==> src/rtl/main_memory_ctrl_pkg.sv <==
// rtl/main_memory_ctrl_pkg.sv - shared types, defaults and helpers for the main memory controller
package mem_pkg;

  localparam int MEM_AW  = 8;
  localparam int MEM_DW  = 8;
  localparam int MEM_M   = 32;
  localparam int MEM_LAT = 3;

  localparam logic [7:0] CNT_MAX = 8'hFF;

  typedef enum logic [1:0] {
    ST_IDLE = 2'd0,
    ST_WAIT = 2'd1,
    ST_RESP = 2'd2
  } state_e;

  // Statistics counters stick at CNT_MAX instead of wrapping.
  function automatic logic [7:0] sat_inc(input logic [7:0] v);
    return (v == CNT_MAX) ? CNT_MAX : v + 8'd1;
  endfunction

endpackage

==> src/rtl/main_memory_ctrl_if.sv <==
// rtl/main_memory_ctrl_if.sv - request/response channel and statistics bundle
interface main_memory_ctrl_if
  import mem_pkg::*;
#(
  parameter int AW = MEM_AW,
  parameter int DW = MEM_DW
);

  logic          req_valid;
  logic          req_ready;
  logic          req_we;
  logic [AW-1:0] req_addr;
  logic [DW-1:0] req_wdata;
  logic          resp_valid;
  logic          resp_ready;
  logic [DW-1:0] resp_rdata;
  logic          resp_err;
  logic [7:0]    rd_count;
  logic [7:0]    wr_count;

  modport master (
    output req_valid, req_we, req_addr, req_wdata, resp_ready,
    input  req_ready, resp_valid, resp_rdata, resp_err, rd_count, wr_count
  );

  modport slave (
    input  req_valid, req_we, req_addr, req_wdata, resp_ready,
    output req_ready, resp_valid, resp_rdata, resp_err, rd_count, wr_count
  );

endinterface

==> src/rtl/main_memory_ctrl_array.sv <==
// rtl/main_memory_ctrl_array.sv - M x DW backing store, synchronous write, combinational read
module main_mem_array
  import mem_pkg::*;
#(
  parameter int M  = MEM_M,
  parameter int DW = MEM_DW,
  parameter int IW = (M > 1) ? $clog2(M) : 1
) (
  input  logic          clk,
  input  logic          we,
  input  logic [IW-1:0] addr,
  input  logic [DW-1:0] wdata,
  output logic [DW-1:0] rdata
);

  // Contents survive reset on purpose: only the controller state is cleared.
  logic [DW-1:0] mem_q [M];

  always_ff @(posedge clk) begin
    if (we) begin
      mem_q[addr] <= wdata;
    end
  end

  assign rdata = mem_q[addr];

endmodule

==> src/rtl/main_memory_ctrl.sv <==
// rtl/main_memory_ctrl.sv - single-outstanding backing store with fixed access latency and saturating stats
module main_memory_ctrl
  import mem_pkg::*;
#(
  parameter int M   = MEM_M,
  parameter int AW  = MEM_AW,
  parameter int DW  = MEM_DW,
  parameter int LAT = MEM_LAT
) (
  input  logic               clk,
  input  logic               rst,
  main_memory_ctrl_if.slave  bus
);

  localparam int IW = (M > 1) ? $clog2(M) : 1;
  localparam int CW = (LAT > 1) ? $clog2(LAT) : 1;

  localparam logic [1:0]    IDLE     = ST_IDLE;
  localparam logic [1:0]    WAIT     = ST_WAIT;
  localparam logic [1:0]    RESP     = ST_RESP;
  localparam logic [CW-1:0] CNT_LOAD = CW'(LAT - 1);

  generate
    if (LAT < 1) begin : g_bad_lat
      $error("main_memory_ctrl: LAT must be >= 1");
    end
    if (IW > AW) begin : g_bad_depth
      $error("main_memory_ctrl: M does not fit in AW address bits");
    end
  endgenerate

  logic [1:0]    state_q,      state_d;
  logic [CW-1:0] cnt_q,        cnt_d;
  logic          we_q,         we_d;
  logic [AW-1:0] addr_q,       addr_d;
  logic [DW-1:0] wdata_q,      wdata_d;
  logic          resp_valid_q, resp_valid_d;
  logic [DW-1:0] resp_rdata_q, resp_rdata_d;
  logic          resp_err_q,   resp_err_d;
  logic [7:0]    rd_count_q,   rd_count_d;
  logic [7:0]    wr_count_q,   wr_count_d;

  logic          in_range;
  logic          mem_we;
  logic [DW-1:0] mem_rdata;

  // Full-width compare: out-of-range addresses are errors, never aliased.
  assign in_range = (32'(addr_q) < 32'(M));

  main_mem_array #(
    .M  (M),
    .DW (DW),
    .IW (IW)
  ) u_array (
    .clk   (clk),
    .we    (mem_we),
    .addr  (addr_q[IW-1:0]),
    .wdata (wdata_q),
    .rdata (mem_rdata)
  );

  always_comb begin
    state_d      = state_q;
    cnt_d        = cnt_q;
    we_d         = we_q;
    addr_d       = addr_q;
    wdata_d      = wdata_q;
    resp_valid_d = resp_valid_q;
    resp_rdata_d = resp_rdata_q;
    resp_err_d   = resp_err_q;
    rd_count_d   = rd_count_q;
    wr_count_d   = wr_count_q;
    mem_we       = 1'b0;

    case (state_q)
      IDLE: begin
        if (bus.req_valid) begin
          we_d    = bus.req_we;
          addr_d  = bus.req_addr;
          wdata_d = bus.req_wdata;
          cnt_d   = CNT_LOAD;
          state_d = WAIT;
        end
      end

      WAIT: begin
        if (cnt_q != '0) begin
          cnt_d = cnt_q - CW'(1);
        end else begin
          // Completion edge: the array write lands together with the response.
          resp_valid_d = 1'b1;
          state_d      = RESP;
          if (!in_range) begin
            resp_rdata_d = '0;
            resp_err_d   = 1'b1;
          end else if (we_q) begin
            mem_we       = 1'b1;
            resp_rdata_d = '0;
            resp_err_d   = 1'b0;
            wr_count_d   = sat_inc(wr_count_q);
          end else begin
            resp_rdata_d = mem_rdata;
            resp_err_d   = 1'b0;
            rd_count_d   = sat_inc(rd_count_q);
          end
        end
      end

      RESP: begin
        if (bus.resp_ready) begin
          resp_valid_d = 1'b0;
          state_d      = IDLE;
        end
      end

      default: begin
        state_d = IDLE;
      end
    endcase
  end

  always_ff @(posedge clk or posedge rst) begin
    if (rst) begin
      state_q      <= IDLE;
      cnt_q        <= '0;
      we_q         <= 1'b0;
      addr_q       <= '0;
      wdata_q      <= '0;
      resp_valid_q <= 1'b0;
      resp_rdata_q <= '0;
      resp_err_q   <= 1'b0;
      rd_count_q   <= '0;
      wr_count_q   <= '0;
    end else begin
      state_q      <= state_d;
      cnt_q        <= cnt_d;
      we_q         <= we_d;
      addr_q       <= addr_d;
      wdata_q      <= wdata_d;
      resp_valid_q <= resp_valid_d;
      resp_rdata_q <= resp_rdata_d;
      resp_err_q   <= resp_err_d;
      rd_count_q   <= rd_count_d;
      wr_count_q   <= wr_count_d;
    end
  end

  assign bus.req_ready  = (state_q == IDLE);
  assign bus.resp_valid = resp_valid_q;
  assign bus.resp_rdata = resp_rdata_q;
  assign bus.resp_err   = resp_err_q;
  assign bus.rd_count   = rd_count_q;
  assign bus.wr_count   = wr_count_q;

endmodule

==> src/flat_wrapper.sv <==
// flat-port wrapper written by rule: the top's interface ports become plain ports
module main_memory_ctrl_flat import mem_pkg::*;
#(
  parameter int M   = MEM_M,
  parameter int AW  = MEM_AW,
  parameter int DW  = MEM_DW,
  parameter int LAT = MEM_LAT
)
  (clk, rst, bus_req_valid, bus_req_we, bus_req_addr, bus_req_wdata, bus_resp_ready, bus_req_ready, bus_resp_valid, bus_resp_rdata, bus_resp_err, bus_rd_count, bus_wr_count);
  main_memory_ctrl_if #(.AW(AW), .DW(DW)) bus_i ();
  input  logic clk;
  input  logic rst;
  input wire logic [$bits(bus_i.req_valid)-1:0] bus_req_valid;
  input wire logic [$bits(bus_i.req_we)-1:0] bus_req_we;
  input wire logic [$bits(bus_i.req_addr)-1:0] bus_req_addr;
  input wire logic [$bits(bus_i.req_wdata)-1:0] bus_req_wdata;
  input wire logic [$bits(bus_i.resp_ready)-1:0] bus_resp_ready;
  output wire logic [$bits(bus_i.req_ready)-1:0] bus_req_ready;
  output wire logic [$bits(bus_i.resp_valid)-1:0] bus_resp_valid;
  output wire logic [$bits(bus_i.resp_rdata)-1:0] bus_resp_rdata;
  output wire logic [$bits(bus_i.resp_err)-1:0] bus_resp_err;
  output wire logic [$bits(bus_i.rd_count)-1:0] bus_rd_count;
  output wire logic [$bits(bus_i.wr_count)-1:0] bus_wr_count;
  assign bus_i.req_valid = bus_req_valid;
  assign bus_i.req_we = bus_req_we;
  assign bus_i.req_addr = bus_req_addr;
  assign bus_i.req_wdata = bus_req_wdata;
  assign bus_i.resp_ready = bus_resp_ready;
  assign bus_req_ready = bus_i.req_ready;
  assign bus_resp_valid = bus_i.resp_valid;
  assign bus_resp_rdata = bus_i.resp_rdata;
  assign bus_resp_err = bus_i.resp_err;
  assign bus_rd_count = bus_i.rd_count;
  assign bus_wr_count = bus_i.wr_count;
  main_memory_ctrl #(.M(M), .AW(AW), .DW(DW), .LAT(LAT)) u_core (.clk(clk), .rst(rst), .bus(bus_i));
endmodule
==> config.mk <==
export PLATFORM = sky130hd
export DESIGN_NAME = main_memory_ctrl_flat
export DESIGN_NICKNAME = d
export VERILOG_FILES = /design/src/rtl/main_memory_ctrl_pkg.sv /design/src/rtl/main_memory_ctrl_if.sv /design/src/rtl/main_memory_ctrl_array.sv /design/src/rtl/main_memory_ctrl.sv /design/src/flat_wrapper.sv
export SDC_FILE = /design/constraint.sdc
export NUM_CORES = 1
export LEC_CHECK = 0
export ABC_CLOCK_PERIOD_IN_PS = 3320
export BUFFER_PORTS_ARGS = -buffer_cell sky130_fd_sc_hd__buf_2
export CAP_MARGIN = 25
export CORE_ASPECT_RATIO = 2
export CORE_UTILIZATION = 56
export DETAILED_ROUTE_END_ITERATION = 10
export PLACE_DENSITY_LB_ADDON = 0.15
export SLEW_MARGIN = 20
export SYNTH_ARGS = -nofsm -noshare
export SYNTH_HDL_FRONTEND = slang
export SYNTH_SLANG_ARGS = --single-unit
==> constraint.sdc <==
create_clock -name clk -period 3.32 [get_ports clk]
set_clock_uncertainty 0.05 [all_clocks]
set_input_delay 0.664 -clock clk [delete_from_list [all_inputs] [get_ports clk]]
set_output_delay 0.664 -clock clk [all_outputs]
set_load 0.005 [all_outputs]
==> results.json, run 1 <==
{
  "die_h_um": 210.4,
  "clockRootBuffer": "clkbuf_16",
  "first_pass_iters": 5,
  "synth_area_leaders": "edfxtp_1, mux2i_1, dfrtp_1",
  "synthCells": 739,
  "startpoint_type": "flip-flop",
  "maxSlewHeadroom_pct": 42.30,
  "seq_area_frac_synth_pct": 72.91,
  "rsz0062_at_grt": "false",
  "critPathMaxFanout": 8,
  "hold_path_class": "input port to asynchronous set/reset pin",
  "drv_cap": 0,
  "async_flop_share_pct": 15.51,
  "cts_sinks": 303,
  "power.leakage_nw": 5.044,
  "grt_pass1_wl_mm": 42.38,
  "hold_violations": 0,
  "port-buffer-count": 47,
  "period_share_pct": 87.45,
  "antennaDiodeCount": 0,
  "status": "finished clean",
  "slowest_stage": "or3_1",
  "vias": 6782,
  "cp_slowest_stage_delay_ps": 610,
  "path_buf_inv": 1,
  "fmax_ghz": 0.3444,
  "fin_nets": 827,
  "synth_top_area_share_pct": 63.24,
  "grt_antenna_before_repair": 0,
  "grt_max_degree": 40,
  "synth-seq-cells": 303,
  "path_class": "flip-flop to flip-flop",
  "synth.distinct_cells": 48,
  "synth.largest_area_cell": "edfxtp_1",
  "cp_top_family": "simple AND/OR/NAND/NOR gates",
  "cts_tree": "yes",
  "power_density_nw_per_um2": 833.7,
  "synth_edf_count": 256,
  "wl_per_cell_um": 25.90,
  "numCtsBuffers": 25,
  "vias_per_cell": 6.222,
  "peakVddDrop_mv": 0.6690,
  "clkTransAtPathRegs_ps": 70,
  "initial_core_util_pct": 57.58,
  "tightest_slew_ps": 865.6,
  "yosysWarningCount": 0,
  "yosys_most_used_dff": "edfxtp_1",
  "critPathCaptureType": "flip-flop",
  "utilization_pct": 64.34,
  "cts_buffer_depth": 3,
  "grt_usage_pct": 26.15,
  "syn_nets": 763,
  "antenna_left": 0,
  "die_x_um": 106.2,
  "netlist_area_sq_um": 12160,
  "worstPathRequired_ps": 3420,
  "drt-total-wl_mm": 28.23,
  "arrival_ps": 3000,
  "synth.avg_cell_area_sq_um": 16.45,
  "drtIter0Drc": 466,
  "ctsHoldBuffers": 0,
  "dp_hpwl_mm": 19.67,
  "gp_congestion": 0.8700,
  "io_pins": 48,
  "fp-row-count": 75,
  "grt_pass1_vias": 7133,
  "drv_slew": 0,
  "clk_latency_ps": 520,
  "htreeDepth": 1,
  "core_sq_um": 21110,
  "path_cells": "inv_1 -> ha_1 -> and3b_1 -> nand3_1 -> or3_1 -> nor2_1",
  "cts_setup_buffers": 0,
  "drive_gt1_share_pct": 18.76,
  "drc_errors": 0,
  "gr-total-overflow": 0,
  "setup_viol": 0,
  "tns_ps": 0,
  "final_common_cell": "edfxtp_1",
  "ctsResizeCount": 0,
  "syn_to_final_growth_pct": 11.74,
  "die_area_sq_um": 22340,
  "final_cell_mix": "edfxtp_1, mux2i_1, o22ai_1",
  "min_period_ps": 2903
}
==> kinds of logic (layout without fill, tap and decap cells) <==
kind of cell | after synthesis | after routing | synth area share [%]
buf+inv | 49 | 131 | 2.522
xor+xnor | 8 | 8 | 0.5764
simple gates | 140 | 140 | 6.639
fa+ha+maj | 3 | 3 | 0.3088
flops | 303 | 303 | 72.91
mux | 149 | 149 | 12.49
compound gates | 87 | 87 | 4.549
==> per-stage QoR <==
| step | setup WS, ps | area [sq um] | cells | hold slack, ps | power, mW |
|---|---|---|---|---|---|
| 6_report | 416.6 | 13580 | 1090 | 201.6 | 11.33 |
| 5_1_grt | 251.4 | 13580 | 1090 | 247.2 | 11.68 |
| 4_1_cts | 396.9 | 13580 | 1090 | 210.4 | 11.36 |
| 3_5_place_dp | 401.3 | 12730 | 1045 | 440.2 | 8.377 |
| 3_3_place_gp | 578.6 | 12730 | 1045 | 432.5 | 8.274 |
| 2_1_floorplan | 847.5 | 12160 | 739 | 447.9 | 7.255 |
==> layer usage <==
layer  track usage [%]  wire (um)  vias to the layer above
li1                  -          -                     3020
met1             29.51      10150                     3452
met2             47.38      15140                      240
met3             2.319       1175                       70
met4             15.71       1763                        0
met5                 0          0                        -
==> power breakdown <==
| part | switching, mW | internal, mW |
|---|---|---|
| clock network | 1.31 | 1.73 |
| logic | 1.83 | 1.15 |
| registers | 0.502 | 4.81 |
==> flip-flops by register name, indices dropped and copies added, names as in the netlist <==
| signal | flops |
|---|---|
| u_core.bus.wr_count | 8 |
| u_core.bus.resp_valid | 1 |
| u_core.bus.resp_rdata | 8 |
| u_core.bus.resp_err | 1 |
| u_core.wdata_q | 8 |
| u_core.state_q | 2 |
| u_core.u_array.mem_q | 256 |
| u_core.bus.rd_count | 8 |
| u_core.cnt_q | 2 |
| u_core.addr_q | 8 |
| u_core.we_q | 1 |
==> area by class of cell <==
class                           count  area, sq um
Sequential cell                   303         8867
Timing Repair Buffer               79        513.0
Clock buffer                       34        742.0
Clock inverter                     11        112.6
Inverter                            7        26.28
Tap cell                          269        336.6
Multi-Input combinational cell    387         2987
Fill cell                        1540         7530
==> path summary, 6_finish.rpt <==
kind / start / to / slack (ps) / cells after the start
worst max-delay path: u_core.cnt_q[0]$_DFFE_PP0P_ / u_core.u_array.mem_q[28][3]$_DFFE_PP_ / 420 / 6
worst min-delay path: rst / u_core.bus.wr_count[3]$_DFFE_PP0P_ / 200 / 2
worst max register to register: u_core.cnt_q[0]$_DFFE_PP0P_ / u_core.u_array.mem_q[28][3]$_DFFE_PP_ / 420 / 6
worst min register to register: u_core.bus.resp_rdata[2]$_DFFE_PP0P_ / u_core.bus.resp_rdata[2]$_DFFE_PP0P_ / 460 / 1
max in group asynchronous: rst / u_core.wdata_q[1]$_DFFE_PP0P_ / 2360 / 3
min in group clk: bus_resp_ready / u_core.state_q[1]$_DFFE_PP0P_ / 270 / 2
==> synth_stat cells, types with 4 or more instances <==
library cell	instances
nor4_1	17
mux2i_1	130
nand3_1	8
nand2_1	27
mux2_2	18
buf_4	5
nand4bb_1	6
nor2_1	39
buf_6	10
buf_2	20
xor2_1	5
a22o_1	8
a21oi_1	8
nand3b_1	4
nand4_1	4
o21ai_0	4
inv_1	7
edfxtp_1	256
o22ai_1	64
nor3_1	7
dfrtp_1	47
No activity file was read; power rests on OpenSTA's default activity.
==> run 2, diff against run 1 <==
Settings changed: CORE_MARGIN set to 1.5, RECOVER_POWER set to 25.
==> run 2 against run 1 <==
  * The run now ends with max-capacitance violations, max-slew violations left
  * Sequential power rose by 0.8%
  * Hold slack improved by 81 ps
  * First-iteration DRC count rose by 12%
  * Non-clock buffer count rose by 7
  * Worst setup slack got worse by 18 ps
  * Sequential share of layout area rose by 0.21 points
  * Critical path depth did not move
==> results.json, run 2 (synthesis results as in run 1) <==
{
  "regMostFlops": "u_core.u_array.mem_q",
  "cts_sinks": 303,
  "arrival_ps": 3040,
  "startpoint_type": "flip-flop",
  "status": "complete, but fails checks",
  "numCtsBuffers": 25,
  "dpl_cell_area_sq_um": 12760,
  "violations": "max-capacitance violations, max-slew violations",
  "clk_latency_ps": 530,
  "vias": 6879,
  "cts_tree": "yes",
  "power_density_nw_per_um2": 830.1,
  "drtIter0Drc": 524,
  "cts_buffer_depth": 3,
  "grt_pass1_vias": 7133,
  "stdcell_count": 1100,
  "clkTransAtPathRegs_ps": 70,
  "wl_per_cell_um": 26.52,
  "grt_pass1_wl_mm": 43.49,
  "period_share_pct": 88.01,
  "hold_path_class": "input port to flip-flop",
  "ctsResizeCount": 0,
  "grt_max_degree": 38,
  "final_area_sq_um": 13540,
  "drv_cap": 5,
  "dp_hpwl_mm": 20.00,
  "min_period_ps": 2922,
  "cp_slowest_stage_delay_ps": 620,
  "path_buf_inv": 1,
  "antenna_left": 0,
  "gp_congestion": 0.8928,
  "tns_ps": 0,
  "initial_core_util_pct": 56.82,
  "path_cells": "inv_1 -> ha_1 -> and3b_1 -> nand3_1 -> or3_1 -> nor2_1",
  "ctsHoldBuffers": 0,
  "slowest_stage": "nor2_1",
  "gr-total-overflow": 0,
  "setup_viol": 0,
  "htreeDepth": 1,
  "grt_usage_pct": 26.74,
  "drive_gt1_share_pct": 17.65,
  "die_h_um": 211.4,
  "grt_antenna_before_repair": 0,
  "path_class": "flip-flop to flip-flop",
  "drt-total-wl_mm": 29.18,
  "port-buffer-count": 47,
  "die_x_um": 107.2,
  "dpl.cell_count": 1056,
  "cts_setup_buffers": 0,
  "maxSlewHeadroom_pct": -27.32,
  "core_sq_um": 21400,
  "worstPathRequired_ps": 3430,
  "hold_violations": 0,
  "holdWs_ps": 282.3,
  "peakVddDrop_mv": 0.8551,
  "drc_errors": 0,
  "rsz0062_at_grt": "false",
  "drv_slew": 167,
  "final_cell_mix": "edfxtp_1, mux2i_1, o22ai_1",
  "die_area_sq_um": 22660,
  "fmax_ghz": 0.3423,
  "io_pins": 48,
  "tightest_slew_ps": 1910,
  "vias_per_cell": 6.254,
  "critPathMaxFanout": 8,
  "cp_top_family": "simple AND/OR/NAND/NOR gates",
  "final_common_cell": "edfxtp_1",
  "fp-row-count": 76,
  "largest_register_ffs": 256,
  "fin_nets": 834,
  "antennaDiodeCount": 0,
  "syn_to_final_growth_pct": 11.38,
  "clockRootBuffer": "clkbuf_16",
  "first_pass_iters": 5,
  "critPathCaptureType": "flip-flop",
  "utilization_pct": 63.29,
  "power.leakage_nw": 5.006
}
-- run 2: per-layer routing --
layer	track usage [%]	wire (um)	vias up
li1	-	-	3025
met1	29.90	10050	3467
met2	48.43	15920	303
met3	3.079	1419	84
met4	15.31	1786	0
met5	0	0	-
-- run 2: through the flow --
| step | total power [mW] | setup WS, ps |
|---|---|---|
| after detailed placement | 8.384 | 424.7 |
| after global routing | 11.61 | 127.8 |
| after floorplan | 7.255 | 847.5 |
| after global placement | 8.295 | 541.6 |
| final | 11.24 | 398.2 |
| after CTS | 11.27 | 379.2 |
-- run 2: cell type report --
cell class / count / area, sq um
clock buffer: 32 / 694.4
clock inverter: 12 / 110.1
fill: 1585 / 7855
inverter: 7 / 26.28
multi-input combinational: 387 / 2987
sequential: 303 / 8867
tap: 273 / 341.6
timing repair buffer: 86 / 514.2
-- run 2: worst paths after layout --
kind                                          startpoint                               endpoint  slack [ps]  cells past startpoint
setup / recovery             u_core.cnt_q[0]$_DFFE_PP0P_  u_core.u_array.mem_q[12][5]$_DFFE_PP_         400                      6
hold / removal                            bus_resp_ready          u_core.state_q[1]$_DFFE_PP0P_         280                      2
setup reg to reg             u_core.cnt_q[0]$_DFFE_PP0P_  u_core.u_array.mem_q[12][5]$_DFFE_PP_         400                      6
hold reg to reg            u_core.wdata_q[3]$_DFFE_PP0P_  u_core.u_array.mem_q[26][3]$_DFFE_PP_         440                      0
max in group asynchronous                            rst     u_core.bus.rd_count[4]$_DFFE_PP0P_        1460                      3
min in group asynchronous                            rst          u_core.wdata_q[2]$_DFFE_PP0P_         350                      2
-- run 2: worst reg2reg max path: stages, from the launching register on --
cell,delay [ps]
dfrtp_1,400
inv_1,90
ha_1,240
and3b_1,320
nand3_1,230
or3_1,610
nor2_1,620
-- run 2: power breakdown --
group          switching, mW  internal [mW]  total (mW)
registers              0.505           4.84        5.35
logic                   1.85           1.11        2.97
clock network           1.29           1.63        2.93
total                   3.65           7.59        11.2
